<file path="src/rtl/mips_pkg.sv">
// Shared MIPS core definitions: register data width, HI/LO op encodings and
// the multiply/divide unit's control states.
package mips_pkg;

  localparam int unsigned DATA_WIDTH = 8;

  typedef enum logic [1:0] {
    OP_MULTU = 2'd0,
    OP_DIVU  = 2'd1,
    OP_MTHI  = 2'd2,
    OP_MTLO  = 2'd3
  } op_e;

  typedef enum logic [1:0] {
    ST_IDLE = 2'd0,
    ST_MUL  = 2'd1,
    ST_DIV  = 2'd2,
    ST_FIN  = 2'd3
  } md_state_e;

endpackage

</file>
<file path="src/rtl/mult_div_datapath.sv">
// Iteration datapath for mult_div_unit: shift-add multiply and, when
// MULT_DIV_DIVIDE_EN is defined, restoring divide on one shared adder.
module mult_div_datapath
  import mips_pkg::*;
#(
  parameter int unsigned WIDTH = DATA_WIDTH
) (
  input  logic             clock,
  input  logic             reset_n,
  input  logic             load,
  input  logic             step,
`ifdef MULT_DIV_DIVIDE_EN
  input  logic             div,
`endif
  input  logic [WIDTH-1:0] rs,
  input  logic [WIDTH-1:0] rt,
  output logic [WIDTH-1:0] hi_c,
  output logic [WIDTH-1:0] lo_c
);

  localparam int unsigned ACC_W = 2 * WIDTH;
`ifdef MULT_DIV_DIVIDE_EN
  localparam int unsigned SUM_W = WIDTH + 2;
`else
  localparam int unsigned SUM_W = WIDTH + 1;
`endif

  // Multiply: acc is P. Divide: acc is {remainder, dividend/quotient}.
  logic [ACC_W-1:0] acc;
  logic [ACC_W-1:0] acc_next;
  logic [WIDTH-1:0] rt_q;
  logic [WIDTH-1:0] addend;
  logic [WIDTH:0]   add_a;
  logic [WIDTH:0]   add_b;
  logic [SUM_W-1:0] sum;
`ifdef MULT_DIV_DIVIDE_EN
  logic             div_q;
  logic             add_cin;
  logic [WIDTH:0]   shifted;
`endif

  always_ff @(posedge clock or negedge reset_n) begin
    if (!reset_n) begin
      acc   <= '0;
      rt_q  <= '0;
`ifdef MULT_DIV_DIVIDE_EN
      div_q <= 1'b0;
`endif
    end else if (load) begin
      acc   <= {WIDTH'(0), rs};
      rt_q  <= rt;
`ifdef MULT_DIV_DIVIDE_EN
      div_q <= div;
`endif
    end else if (step) begin
      acc   <= acc_next;
    end
  end

  always_comb begin
    addend = acc[0] ? rt_q : '0;
    add_a  = {1'b0, acc[ACC_W-1:WIDTH]};
    add_b  = {1'b0, addend};
`ifdef MULT_DIV_DIVIDE_EN
    shifted = acc[ACC_W-1:WIDTH-1];
    add_cin = 1'b0;
    // Divide reuses the adder as a trial subtractor; carry-out means no borrow.
    if (div_q) begin
      add_a   = shifted;
      add_b   = ~{1'b0, rt_q};
      add_cin = 1'b1;
    end
    sum = {1'b0, add_a} + {1'b0, add_b} + SUM_W'(add_cin);
`else
    sum = add_a + add_b;
`endif
    acc_next = {sum[WIDTH:0], acc[WIDTH-1:1]};
`ifdef MULT_DIV_DIVIDE_EN
    if (div_q) begin
      acc_next = sum[WIDTH+1] ? {sum[WIDTH-1:0], acc[WIDTH-2:0], 1'b1}
                              : {shifted[WIDTH-1:0], acc[WIDTH-2:0], 1'b0};
    end
`endif
  end

  assign hi_c = acc_next[ACC_W-1:WIDTH];
  assign lo_c = acc_next[WIDTH-1:0];

endmodule

</file>
<file path="src/rtl/mult_div_unit.sv">
// Iterative MULTU/DIVU unit with architectural HI/LO and a START/BUSY/DONE
// handshake. DIVU support is built only when MULT_DIV_DIVIDE_EN is defined.
module mult_div_unit
  import mips_pkg::*;
#(
  parameter int unsigned WIDTH = DATA_WIDTH
) (
  input  logic             clock,
  input  logic             reset_n,
  input  logic             start,
  input  logic [1:0]       op,
  input  logic [WIDTH-1:0] rs,
  input  logic [WIDTH-1:0] rt,
  output logic             busy,
  output logic             done,
  output logic [WIDTH-1:0] hi,
  output logic [WIDTH-1:0] lo,
  output logic             div_zero
);

  localparam int unsigned  CNT_W     = $clog2(WIDTH) + 1;
  localparam logic [CNT_W-1:0] LAST_STEP = CNT_W'(WIDTH - 1);

  md_state_e        state;
  md_state_e        state_next;
  logic [CNT_W-1:0] step_cnt;
  logic [CNT_W-1:0] step_cnt_next;
  logic [WIDTH-1:0] hi_next;
  logic [WIDTH-1:0] lo_next;
  logic [WIDTH-1:0] res_hi;
  logic [WIDTH-1:0] res_lo;
  logic             div_zero_next;
  logic             dp_load;
  logic             dp_step;
`ifdef MULT_DIV_DIVIDE_EN
  logic             dp_div;
`endif

  mult_div_datapath #(.WIDTH(WIDTH)) u_datapath (
    .clock   (clock),
    .reset_n (reset_n),
    .load    (dp_load),
    .step    (dp_step),
`ifdef MULT_DIV_DIVIDE_EN
    .div     (dp_div),
`endif
    .rs      (rs),
    .rt      (rt),
    .hi_c    (res_hi),
    .lo_c    (res_lo)
  );

  always_ff @(posedge clock or negedge reset_n) begin
    if (!reset_n) begin
      state    <= ST_IDLE;
      step_cnt <= '0;
      hi       <= '0;
      lo       <= '0;
      div_zero <= 1'b0;
      busy     <= 1'b0;
      done     <= 1'b0;
    end else begin
      state    <= state_next;
      step_cnt <= step_cnt_next;
      hi       <= hi_next;
      lo       <= lo_next;
      div_zero <= div_zero_next;
      busy     <= (state_next == ST_MUL) || (state_next == ST_DIV);
      done     <= (state_next == ST_FIN);
    end
  end

  always_comb begin
    state_next    = state;
    step_cnt_next = step_cnt;
    hi_next       = hi;
    lo_next       = lo;
    div_zero_next = div_zero;
    dp_load       = 1'b0;
    dp_step       = 1'b0;
`ifdef MULT_DIV_DIVIDE_EN
    dp_div        = 1'b0;
`endif
    case (state)
      ST_IDLE, ST_FIN: begin
        state_next = ST_IDLE;
        if (start) begin
          state_next    = ST_FIN;
          step_cnt_next = '0;
          div_zero_next = 1'b0;
          case (op_e'(op))
            OP_MULTU: begin
              state_next = ST_MUL;
              dp_load    = 1'b1;
            end
            OP_DIVU: begin
`ifdef MULT_DIV_DIVIDE_EN
              if (rt == '0) begin
                hi_next       = rs;
                lo_next       = '1;
                div_zero_next = 1'b1;
              end else begin
                state_next = ST_DIV;
                dp_load    = 1'b1;
                dp_div     = 1'b1;
              end
`endif
            end
            OP_MTHI: hi_next = rs;
            OP_MTLO: lo_next = rs;
            default: ;
          endcase
        end
      end
      ST_MUL, ST_DIV: begin
        dp_step = 1'b1;
        // HI/LO take the combinational result of the final step on the completing edge.
        if (step_cnt == LAST_STEP) begin
          step_cnt_next = '0;
          hi_next       = res_hi;
          lo_next       = res_lo;
          state_next    = ST_FIN;
        end else begin
          step_cnt_next = step_cnt + CNT_W'(1);
        end
      end
      default: state_next = ST_IDLE;
    endcase
  end

endmodule

</file>
<file path="config.mk">
export PLATFORM = sky130hd
export DESIGN_NAME = mult_div_unit
export DESIGN_NICKNAME = d
export VERILOG_FILES = /design/src/rtl/mips_pkg.sv /design/src/rtl/mult_div_datapath.sv /design/src/rtl/mult_div_unit.sv
export SDC_FILE = /design/constraint.sdc
export NUM_CORES = 1
export LEC_CHECK = 0
export ABC_AREA = 1
export CAP_MARGIN = 0
export CORE_AREA = 5 5 73 75
export CTS_CLUSTER_SIZE = 24
export DETAILED_ROUTE_END_ITERATION = 12
export DIE_AREA = 0 0 78 80
export GPL_TIMING_DRIVEN = 0
export PLACE_DENSITY = 0.79
export RECOVER_POWER = 100
export SLEW_MARGIN = 20
export SYNTH_ARGS = -nofsm -noshare
export SYNTH_HDL_FRONTEND = slang
export SYNTH_SLANG_ARGS = --single-unit
</file>
<file path="constraint.sdc">
create_clock -name clock -period 4.6 [get_ports clock]
set_input_delay 0.92 -clock clock [delete_from_list [all_inputs] [get_ports clock]]
set_output_delay 0.92 -clock clock [all_outputs]
set_load 0.03 [all_outputs]
</file>
# --- Yosys cells after proc, flatten, opt, wreduce, memory -nomap -nowiden ---
# Index checks and enable logic that the tools add are counted.
totals:
  regBits: 48
  output_inout_bits: 19
classes:
  eq_ne: 13
  n_reduce_logical: 8
  mux: 22
  n_addsub: 2
ops:
  columns: ["cell", "count"]
  rows:
  - ["$mux 8", 7]
  - ["$mux 16", 2]
  - ["$pmux 8 s2", 2]
  - ["$eq 2x2->1 const B", 6]
  - ["$add 8x8->9", 1]
  - ["$mux 4", 2]
  - ["$pmux 4 s2", 1]
  - ["$mux 2", 3]
  - ["$reduce_and 3->1", 2]
  - ["$add 4x1->4 const B", 1]
  - ["$eq 2x1->1 const B", 2]
  - ["$eq 4x3->1 const B", 1]
  - ["$logic_not 2->1", 2]
  - ["$mux 1", 4]
  - ["$ne 2x1->1 const B", 2]
  - ["$ne 2x2->1 const B", 2]
  - ["$pmux 2 s2", 1]
  - ["$reduce_or 2->1", 2]
  - ["$reduce_bool 2->1", 1]
  - ["$logic_or 1x1->1", 1]

# --- Depth between registers and ports, before layout ---
logic_depth:
  ltp_word: 6
  mapped_depth: 12

# --- By module ---
# From an unflattened synthesis, not the netlist that was laid out.
hier_totals:
  hier_cells: 352
  hier_area_um2: 2890.3
by_module_without_submodules:
  columns: ["mod", "area_each_um2", "n_inst", "seq_area_each_um2", "cells_each"]
  rows:
  - ["mult_div_datapath", 1517.7, 1, 600.6, 189]
  - ["mult_div_unit", 1372.6, 1, 600.6, 163]

# --- Worst setup path after synthesis ---
# Ideal clock, no wire load.
synth_path:
  path_type: "register -> register"
  start: "reg u_datapath.acc[0]"
  end: "reg hi[7]"
  setup_ns: 0.135
  n_path_buf: 1
  arrival_time_ns: 1.725
  setup_slack_ns: 2.740
  path_stages_with_launch: 12
  path_cell_list: "dfrtp_1 -> clkbuf_1 -> nand2_1 -> inv_1 -> ha_1 -> fa_1 -> nand2_1 -> nand2_1 -> nand3_1 -> nor2_1 -> o21ai_0 -> a21boi_0"
synth_via:
  elab_chain_cells: 4
synth_lines:
  columns: ["item", "line_no", "rtl"]
  rows:
  - ["from (decl)", "mult_div_datapath.sv:29", "logic [ACC_W-1:0] acc;"]
  - ["from (signal assigned)", "mult_div_datapath.sv:50", "acc <= {WIDTH'(0), rs};"]
  - ["from (signal assigned)", "mult_div_datapath.sv:56", "acc <= acc_next;"]
  - ["$mux 8", "mult_div_datapath.sv:61", "addend = acc[0] ? rt_q : '0;"]
  - ["$add 8x8->9", "mult_div_datapath.sv:75", "sum = add_a + add_b;"]
  - ["$mux 8", "mult_div_unit.sv:118", "if (step_cnt == LAST_STEP) begin"]
  - ["$pmux 8 s2", "mult_div_unit.sv:84", "case (state)"]
  - ["to (signal assigned)", "mult_div_unit.sv:65", "hi <= hi_next;"]
  - ["to (decl)", "mult_div_unit.sv:16", "output logic [WIDTH-1:0] hi,"]
# No other way between the ends. The select of a mux whose other input is x is not followed.
# A chain may end at the register's enable or synchronous reset.

==> out/results.tsv <==
metric	value	unit
Core Rows	25	
Layout Skew	4.52	ps
Antenna Nets Post-Route	0	
area fraction of the dominant cell type after synthesis	46.7	%
Async SR Flop Fraction	100	%
Worst-path clk slew	80	ps
Hold Violations, Final	0	
Max IR drop VDD	0.000405	V
Simple-Gate Fraction of Synth Area	27.4	%
Net count, final	404	
commonest cells after routing, fill and taps aside	nand2_1 (118), dfrtp_1 (48), inv_1 (47), nand3_1 (22), dlygate4sd3_1 (20)	
area delta synth->final	19.5	%
Hold WC Path Type	flop to flop	
first-pass GRT wire length	9770	um
post-DR wirelength/cell	13.0	um
critical path required time	4900	ps
Static Leakage	0.00174	uW
fin crit share	59.3	%
vias per std cell	5.04	
diode count	0	
complex-gate fraction of the synthesized area	10.5	%
vias in the first global route	2233	
hold buffer count at CTS	0	
largest net degree at the start of global routing	18	
Adder-Cell Fraction of Synth Area	5.64	%
initial antenna violation count	0	
Synth warnings	0	
Fin Hold WS	480	ps
R2R setup slack	2450	ps
initial core utilization	56.0	%
CTS Buf Count	5	
TritonRoute pass-1 iters	4	
Worst Tran Pin Value	940	ps
fin crit period	2730	ps
Finished Cell Area	3080	sq um
mux cell area share after synthesis	0	%
commonest non-fill, non-tap cell in the layout	nand2_1	
synth top area cells	dfrtp_1 (47%), nand2_1 (17%), inv_1 (6.7%), ha_1 (4.9%), nand3_1 (3.9%)	
CP Capture Type	asynchronous set/reset pin	
CP Launch Type	input pin	
# IOs	40	
pins over their slew limit	0	
share of cells above drive strength 1	6.18	%
unrepaired setup endpoints after global routing	no	
Setup Crit Path Kind	input pin to asynchronous set/reset pin	
Synth Register Bits	48	
die area	6240	sq um
critical path peak fanout	17	
CTS Buffer Depth	2	
syn nets	357	
H-tree depth	2	
DP HPWL	4370	um
outcome	finished clean	
Vias	2145	
Synth area leader	dfrtp_1	
Cell Area, Synth	2570	sq um
number of synthesized flops with an enable pin	0	
CTS tree	built	
clock root buffer	clkbuf_8	
max-cap violation count	0	
post-CTS sizing	0	
Synth cell types	34	
# port buffers	38	
routability cong.	0.894	
Achievable Freq	366	MHz
post-route setup slack	1870	ps
Core Area	4600	sq um
Clk Latency, worst-skew pair	300	ps
GRT overflow	0	
area post-placement	3070	sq um
pre-CTS WS	2220	ps
dominant synthesized flop cell	dfrtp_1	
PwrDens	660	nW/um^2
TNS Setup	0	ps
Post-CTS Setup Repair Bufs	0	
syn avg cell area	7.92	sq um
sequential fraction of the synthesis area	46.7	%
xor-xnor portion of the synthesized cell area	0.340	%
CP arrival	3030	ps
Final setup viols	0	
GR Util All Layers	19.3	%
Die H	80	um
combinational family with the most area after synthesis	simple AND/OR/NAND/NOR gates	
cells after synthesis	325	
Routed WL	5530	um
final-layout fill cell count	404	
drt initial violations	96	
Remaining DRCs	0	
# clock sinks	48	
relative slew slack	37.3	%
Die X	78	um
flip-flops by register name, indices dropped and copies added (netlist names):
signal,flops
busy,1
hi,8
done,1
step_cnt,4
lo,8
u_datapath.acc,16
state,2
u_datapath.rt_q,8
stage by stage:
step,utilization (%),power [uW],cells
2_1_floorplan,-,1490,325
3_3_place_gp,65.7,1820,417
3_5_place_dp,66.8,1860,419
4_1_cts,68.9,2140,426
5_1_grt,66.9,2210,426
6_report,66.9,2030,426
report_power, final:
part           internal, uW  total [uW]  switching [uW]
combinational           372        1080             708
clock                   134         267             133
sequential              599         685            85.9
layout make-up:
| type | instances | area, sq um | area share [%] |
|---|---|---|---|
| sequential | 48 | 1200 | 39.0 |
| multi-input combinational | 220 | 1110 | 36.0 |
| timing repair buffer | 40 | 382 | 12.4 |
| inverter | 48 | 180 | 5.86 |
| clock buffer | 7 | 96.3 | 3.13 |
| tap | 54 | 67.6 | 2.20 |
| buffer | 9 | 42.5 | 1.38 |
cells by family after synthesis:
kind of cell	Yosys count
simple gates	165
buf+inv	57
flops	48
compound gates	42
fa+ha+maj	11
xor+xnor	1
other cells	1
synthesized netlist by cell type (all sizes together), types with 2 or more instances:
cell and instances:
or2 2, a21oi 5, nand3 22, nand3b 2, dfrtp 48, buf 8
inv 48, o211ai 5, a21boi 3, a21o 2, o21ai 20, nand2 123
ha 10, o221ai 2, nor2 16
path summary, 6_finish.rpt:
kind / to / startpoint / depth (start not counted)
worst max-delay path: u_datapath.acc[6]$_DFFE_PN0P_ / reset_n / 3
worst min-delay path: lo[7]$_DFFE_PN0P_ / lo[7]$_DFFE_PN0P_ / 2
worst max register to register: hi[7]$_DFFE_PN0P_ / u_datapath.acc[0]$_DFFE_PN0P_ / 11
worst min register to register: lo[7]$_DFFE_PN0P_ / lo[7]$_DFFE_PN0P_ / 2
max in group clock: lo[3]$_DFFE_PN0P_ / op[0] / 6
min in group asynchronous: hi[6]$_DFFE_PN0P_ / reset_n / 1
critical path, stage by stage:
cell      delay [ps]
clkbuf_1         600
clkbuf_1         730
clkbuf_1         770
per-layer routing:
layer  vias to the layer above  track usage, %  share of wire [%]
met5                         -               0                  0
met4                         0            4.56                1.2
met3                         8            4.97                4.2
met2                        35            32.3                 48
met1                       993            25.1                 46
li1                       1109               -                  -
No activity file was read; power rests on OpenSTA's default activity.
